===== src/rtl/interrupt_trap_unit.sv =====
// Trap/interrupt sequencer: owns IE, EPC and pending state, decides at every
// instruction boundary whether the PC is redirected to a handler or back to EPC.
module interrupt_trap_unit #(
    parameter logic [31:0] VEC_ECALL = 32'h0000_0100,
    parameter logic [31:0] VEC_IRQ0  = 32'h0000_0200,
    parameter logic [31:0] VEC_IRQ1  = 32'h0000_0300,
    parameter logic [31:0] VEC_IRQ2  = 32'h0000_0400
) (
    input  logic        clk,
    input  logic        rst,
    input  logic        halt,
    input  logic        ecall,
    input  logic        uret,
    input  logic        csrrsi,
    input  logic        csrrci,
    input  logic [4:0]  zimm,
    input  logic [31:0] npc,
    input  logic [2:0]  irq,
    output logic        redirect,
    output logic [31:0] redirect_pc,
    output logic [31:0] csr_rdata,
    output logic        in_service,
    output logic [2:0]  pending,
    output logic [1:0]  cause
);

    typedef enum logic [1:0] {
        ACT_NONE,
        ACT_URET,
        ACT_ECALL,
        ACT_IRQ
    } action_t;

    logic        ie_reg, ie_next;
    logic        saved_ie_reg, saved_ie_next;
    logic [31:0] epc_reg, epc_next;
    logic        in_service_reg, in_service_next;
    logic [2:0]  pending_reg, pending_next;
    logic [2:0]  irq_prev_reg;
    logic [1:0]  cause_reg, cause_next;

    logic [2:0]  irq_edge;
    logic [2:0]  clear_mask;
    logic        ie_csr;
    logic        irq_eligible;
    logic [1:0]  irq_sel;
    action_t     action;

    // A request is latched only on a rising edge, so a held level fires once.
    generate
        for (genvar gi = 0; gi < 3; gi++) begin : g_edge
            assign irq_edge[gi] = irq[gi] & ~irq_prev_reg[gi];
        end
    endgenerate

    always_comb begin
        ie_csr = ie_reg;
        if (csrrsi && zimm[0]) ie_csr = 1'b1;
        if (csrrci && zimm[0]) ie_csr = 1'b0;
    end

    assign irq_eligible = ie_reg & ~in_service_reg & ~halt & (|pending_reg);

    always_comb begin
        irq_sel = 2'd0;
        if (pending_reg[2])      irq_sel = 2'd2;
        else if (pending_reg[1]) irq_sel = 2'd1;
    end

    always_comb begin
        action = ACT_NONE;
        if (halt)                           action = ACT_NONE;
        else if (uret && in_service_reg)    action = ACT_URET;
        else if (ecall && !in_service_reg)  action = ACT_ECALL;
        else if (irq_eligible)              action = ACT_IRQ;
    end

    always_comb begin
        redirect        = 1'b0;
        redirect_pc     = npc;
        ie_next         = ie_reg;
        saved_ie_next   = saved_ie_reg;
        epc_next        = epc_reg;
        in_service_next = in_service_reg;
        cause_next      = cause_reg;
        clear_mask      = 3'b000;

        case (action)
            ACT_URET: begin
                redirect        = 1'b1;
                redirect_pc     = epc_reg;
                in_service_next = 1'b0;
                ie_next         = saved_ie_reg;
            end
            ACT_ECALL, ACT_IRQ: begin
                redirect        = 1'b1;
                epc_next        = npc;
                saved_ie_next   = ie_csr;
                ie_next         = 1'b0;
                in_service_next = 1'b1;
                if (action == ACT_ECALL) begin
                    redirect_pc = VEC_ECALL;
                    cause_next  = 2'd0;
                end else begin
                    case (irq_sel)
                        2'd2:    redirect_pc = VEC_IRQ2;
                        2'd1:    redirect_pc = VEC_IRQ1;
                        default: redirect_pc = VEC_IRQ0;
                    endcase
                    cause_next          = irq_sel + 2'd1;
                    clear_mask[irq_sel] = 1'b1;
                end
            end
            default: begin
                // Halt freezes architectural state, including IE writes.
                if (!halt) ie_next = ie_csr;
            end
        endcase
    end

    // A fresh edge wins over a same-cycle clear so no request is lost.
    assign pending_next = (pending_reg & ~clear_mask) | irq_edge;

    always_ff @(posedge clk) begin
        if (rst) begin
            ie_reg         <= 1'b0;
            saved_ie_reg   <= 1'b0;
            epc_reg        <= 32'd0;
            in_service_reg <= 1'b0;
            pending_reg    <= 3'b000;
            irq_prev_reg   <= 3'b000;
            cause_reg      <= 2'd0;
        end else begin
            ie_reg         <= ie_next;
            saved_ie_reg   <= saved_ie_next;
            epc_reg        <= epc_next;
            in_service_reg <= in_service_next;
            pending_reg    <= pending_next;
            irq_prev_reg   <= irq;
            cause_reg      <= cause_next;
        end
    end

    assign csr_rdata  = {31'd0, ie_reg};
    assign in_service = in_service_reg;
    assign pending    = pending_reg;
    assign cause      = cause_reg;

endmodule


===== config.mk =====
export PLATFORM = sky130hd
export DESIGN_NAME = interrupt_trap_unit
export DESIGN_NICKNAME = d
export VERILOG_FILES = /design/src/rtl/interrupt_trap_unit.sv
export SDC_FILE = /design/constraint.sdc
export NUM_CORES = 1
export LEC_CHECK = 0
export ABC_AREA = 1
export ABC_CLOCK_PERIOD_IN_PS = 1200
export CAP_MARGIN = 20
export CORE_ASPECT_RATIO = 0.5
export CORE_UTILIZATION = 36
export DETAILED_ROUTE_END_ITERATION = 12
export PLACE_DENSITY = 0.86
export SLEW_MARGIN = 25
export SYNTH_ARGS = -nofsm -noshare
export SYNTH_HDL_FRONTEND = slang
export SYNTH_SLANG_ARGS = --single-unit
export TNS_END_PERCENT = 10

===== constraint.sdc =====
create_clock -name clk -period 1.2 [get_ports clk]
set_input_delay 0.24 -clock clk [delete_from_list [all_inputs] [get_ports clk]]
set_output_delay 0.24 -clock clk [all_outputs]
set_load 0.005 [all_outputs]

* After elaboration in Yosys (flattened, before gate mapping)
Cells that the tools add are included.
Operators by class: add/sub/neg operators 1, $mul 0, divide/modulo/power cells 0, order comparisons 2, eq/ne operators 6, shift-type cells 0, mux-type cells 20, bitwise gates (word level) 14, reductions and logical operators 10
Operators by type and width (count):
- $pmux W32 S2 | 1
- $pmux W11 S2 | 1
- $mux W2 | 6
- $mux W11 | 1
- $and A1 B1 Y1 | 6
- $eq A2 B2 Y1 const B | 3
- $mux W1 | 6
- $mux W3 | 2
- $reduce_or A3 Y1 | 2
- $logic_and A1 B1 Y1 | 5
- $not A1 Y1 | 5
- $eq A2 B1 Y1 const B | 2
- $pmux W1 S2 | 2
- $and A3 B3 Y3 | 1
- $lt A2 B3 Y1 const B | 1
- $ne A3 B1 Y1 const B | 1
- $not A3 Y3 | 1
- $or A3 B3 Y3 | 1
- $add A2 B1 Y2 const B | 1
- $demux W1 S2 | 1
- $ge A2 B1 Y1 const B | 1
- $reduce_bool A2 Y1 | 1
- $reduce_or A2 Y1 | 1
- $logic_not A1 Y1 | 1
Word-level totals: bits in registers 43, bits in latches 0, RAM bits 0, ROM bits 0, input port bits 47, output and inout bits 71, logic and storage cells 60, memories kept 0

* Logic depth before layout (Yosys ltp)
word-level depth 14, gate-level depth with buffers 11, gate-level depth less buffers 10

* Least setup slack after synthesis
Ideal clock, no wire load.
path kind register to output, from register in_service_reg (netlist: in_service), to output redirect_pc[10], arrival 1.129 ns, required time 0.960 ns, path slack -0.169 ns, stages on the path, launching flop included 6, buffers on the path 1, cells stage by stage dfxtp_1 > nand2_1 > nor2_1 > clkbuf_1 > nand2_1 > nand3_1
On the way: word-level cells in the longest chain between the ends 11, elaborated cells on any way between the ends 17, those cells by class eq/ne (3); mux (6); bitwise (4); reduce/logical (4)
RTL lines:
- start, declared | line 37 | logic in_service_reg, in_service_next;
- start signal, assigned | line 137 | in_service_reg <= in_service_next;
- $not A1 Y1 | line 62 | assign irq_eligible = ie_reg & ~in_service_reg & ~halt & (|pending_reg);
- $and A1 B1 Y1 (3 in series) | line 62
- $mux W2 | line 75 | else if (irq_eligible) action = ACT_IRQ;
- $mux W2 | line 74 | else if (ecall && !in_service_reg) action = ACT_ECALL;
- $mux W2 * | line 73 | else if (uret && in_service_reg) action = ACT_URET;
- $mux W2 * | line 72 | if (halt) action = ACT_NONE;
- $eq A2 B2 Y1 (on tied branches) | line 88, 101
- $mux W11 / $reduce_or A2 Y1 (equally long branches) | line 101, 88
- $pmux W32 S2 * | line 88 | case (action)
- end, declared | line 20 | output logic [31:0] redirect_pc,
Every way passes the cells marked *; elsewhere a longest branch is shown, timed or not.

* Worst setup path in the final report
from register in_service_reg (netlist: in_service), to output redirect_pc[8]
The elaborated chain is that of the path after synthesis.

==> metrics.md <==
| Metric | Value |
|---|---|
| CTS Buffer Depth | 2 |
| Syn avg cell area | between 6 and 7 µm² |
| Pwr Density | ~1200 nW/µm² |
| Vias in the first global route | between 2k and 2.5k |
| CTS Hold Bufs | 0 |
| Multi-input gate area | about 1200 µm² |
| Crit-path max FO | 7 |
| Num rows | 20 |
| CTS Sinks | 43 |
| Core area | approximately 6000 µm² |
| Worst Setup End Kind | primary output |
| Seq/Total Area, Yosys | a little under two fifths |
| Ys flop type | dfxtp_1 |
| Failing checks | DRC, setup timing |
| Per-cell routed wire length | 12.73 µm |
| Setup WS post-layout | -816.6 ps |
| I/O pins | 118 |
| DRC violations left | 1 |
| Total CTS buffers | 5 |
| N_diodes | 0 |
| FF/Latch Area | 868.3 µm² |
| Number of synthesized flops with an enable pin | 0 |
| Min-Delay Path Class | flip-flop to flip-flop |
| Crit path arrival time | ~1800 ps |
| Clock slew at reported path FFs | ~60 ps |
| Fmax | between 0.4 and 0.5 GHz |
| Initial DRT Pass Iterations | 10 |
| Critical path type | flip-flop to primary output |
| Critical path data required time | between 900 and 1000 ps |
| Cell Count, Final, Fillers Out | between 500 and 600 |
| P&R area growth vs syn | 54.45% |
| WHS | between 400 and 500 ps |
| Fin Clk Skew | about 3.6 ps |
| Post-Synthesis Cells | between 300 and 400 |
| Period utilisation layout | 168.1% |
| Status | complete, but fails checks |
| Dpl cells | about 530 |
| Startpoint Class | flip-flop |
| Antenna violations before repair | 0 |
| Flip-flop count of the largest register after layout | 32 |
| Final-report max-slew violation count | 0 |
| Gr ovfl total | 0 |
| Detailed placement HPWL | 4126 µm |
| Root Driver | clkbuf_16 |
| Port Buffers | 82 |
| Final Wtd Congestion | 0.8558 |
| Max-Cap Viols | 0 |
| Die Y | 58.44 µm |
| Fillers | slightly above 500 |
| Starting density of the core | between 30% and 40% |
| Unrepaired setup endpoints after global routing | yes |
| CTS tree | yes |
| First-pass GRT wire length | roughly 11000 µm |
| Final critical-path required period | between 2000 and 2500 ps |
| Final net count | approximately 520 |
| Setup Viol. Count Final | between 70 and 80 |
| Hold Violations, Final | 0 |
| Total routed wirelength | around 7100 µm |
| Cell Area, Synth | ~2300 µm² |
| Via count | ~2.5k |
| Number of synthesized register bits | 43 |
| Synth warnings | 0 |
| Antenna Nets Post-Route | 0 |
| Core Util, Final | 58.01% |
| H-tree lvl count | 2 |
| Unique cell type count in the Yosys netlist | 21 |
| Synth async-reset ratio | 0% |
| Die footprint | 6713 µm² |
| Leakage power | between 0.0015 and 0.002 µW |
| Global Route Usage Sum | a little over a fifth |
| Pin count of the biggest net entering global routing | 36 |
| 1st-iter DRT viols | about 120 |
| Chip Width | ~110 µm |
| Clk_lat worst skew | ~290 ps |
| Share of cells above drive strength 1 | 29.85% |
| Worst vdd ir | around 0.56 mV |
| Vias per std cell | between 4 and 5 |
## logic make-up (layout without fill, tap and decap cells)
| kind of cell | after synthesis | count (layout) | synth area share [%] |
|---|---|---|---|
| AOI/OAI and AO/OA | 45 | 45 | 10.31 |
| and+or+nand+nor | 197 | 197 | 33.77 |
| DFF | 43 | 43 | 37.53 |
| buffers and inverters | 62 | 153 | 18.22 |
| other | 1 | 31 | 0.1635 |
## where the power goes
group / leakage (µW) / total [µW] / switching [µW] / internal (µW)
combinational: 0.00131 / 1050 / 519 / 530
clock: 0.0000868 / 1600 / 563 / 1030
sequential: 0.000357 / 1600 / 57.7 / 1540
total: 0.00175 / 4250 / 1140 / 3110
## cells in the final DEF, fill, tap and decap left out, types with 5 or more instances in the layout
cell type	Yosys	final
o21ai_1	27	29
dfxtp_1	43	37
clkbuf_16	0	5
buf_12	0	5
nand2_2	6	21
a21oi_2	1	5
nor2_1	77	74
buf_6	7	5
nand2_1	106	90
buf_4	35	39
o21ai_0	8	6
clkbuf_2	0	20
dfxtp_2	0	6
inv_1	10	10
buf_2	1	16
clkdlybuf4s50_1	0	40
conb_1	1	31
## worst paths after layout
check / end / start / cells past startpoint / slack, ps
setup / recovery: redirect_pc[8] / in_service / 13 / -820
setup reg to reg: pending[2] / in_service / 14 / -660
hold / removal: cause[1] / cause[1] / 2 / 480
hold reg to reg: cause[1] / cause[1] / 2 / 480
## repair_timing
item / CTS / global route
cloned: 2 / 0
endpoints found under the setup margin: 80 / 77
resized for setup: 147 / 30
pin swaps: 12 / 10
setup buffers: 13 / 4
## metal layers
metal | vias to the layer above | GRT usage (%) | wire [µm]
li1 | 1254 | - | -
met1 | 1181 | 23.82 | 2936
met2 | 81 | 38.38 | 3638
met3 | 21 | 4.119 | 307
met4 | 0 | 11.87 | 204
met5 | - | 0 | 0
## Yosys cell counts (3+ instances only)
master	number	share of area, %
buf_6	7	3.4
nand2_2	6	1.6
o21ai_0	8	1.7
nand3_1	5	1.1
nand2_1	106	17
buf_4	35	11
nor2_1	77	13
o21ai_1	27	5.9
a21oi_1	7	1.5
dfxtp_1	43	38
inv_2	3	0.49
inv_1	10	1.6
clkbuf_1	6	0.98
## per-stage QoR
step | TNS [ps] | power [µW] | cell area [µm²] | worst slack, ps
floorplan | -4623 | 2138 | 2412 | -141.3
global placement | -58030 | 2601 | 3293 | -1027
detailed placement | -61900 | 2624 | 3293 | -1093
CTS | -36350 | 4218 | 3612 | -738.5
global route | -46760 | 4403 | 3542 | -887.2
finish | -40300 | 4247 | 3542 | -816.6
## critical path, stage by stage, from the launching register on
cell and delay (ps):
dfxtp_2 320, inv_2 70, nand2_2 60, nor2_2 90, nand2_2 80, nand2_2 90
nand2_4 80, nand2_4 110, inv_8 50, buf_16 140, buf_6 110, nand2_2 40
nand3b_1 90, buf_2 140
## final cells by class
class | count | area share, %
clock buffers | 6 | 3.921
clock inverters | 2 | 0.9890
inverters | 13 | 1.590
multi-input cells | 273 | 34.33
flip-flops and latches | 43 | 24.51
well taps | 88 | 3.108
repair buffers | 132 | 31.54
(Power assumes the default switching activity.)
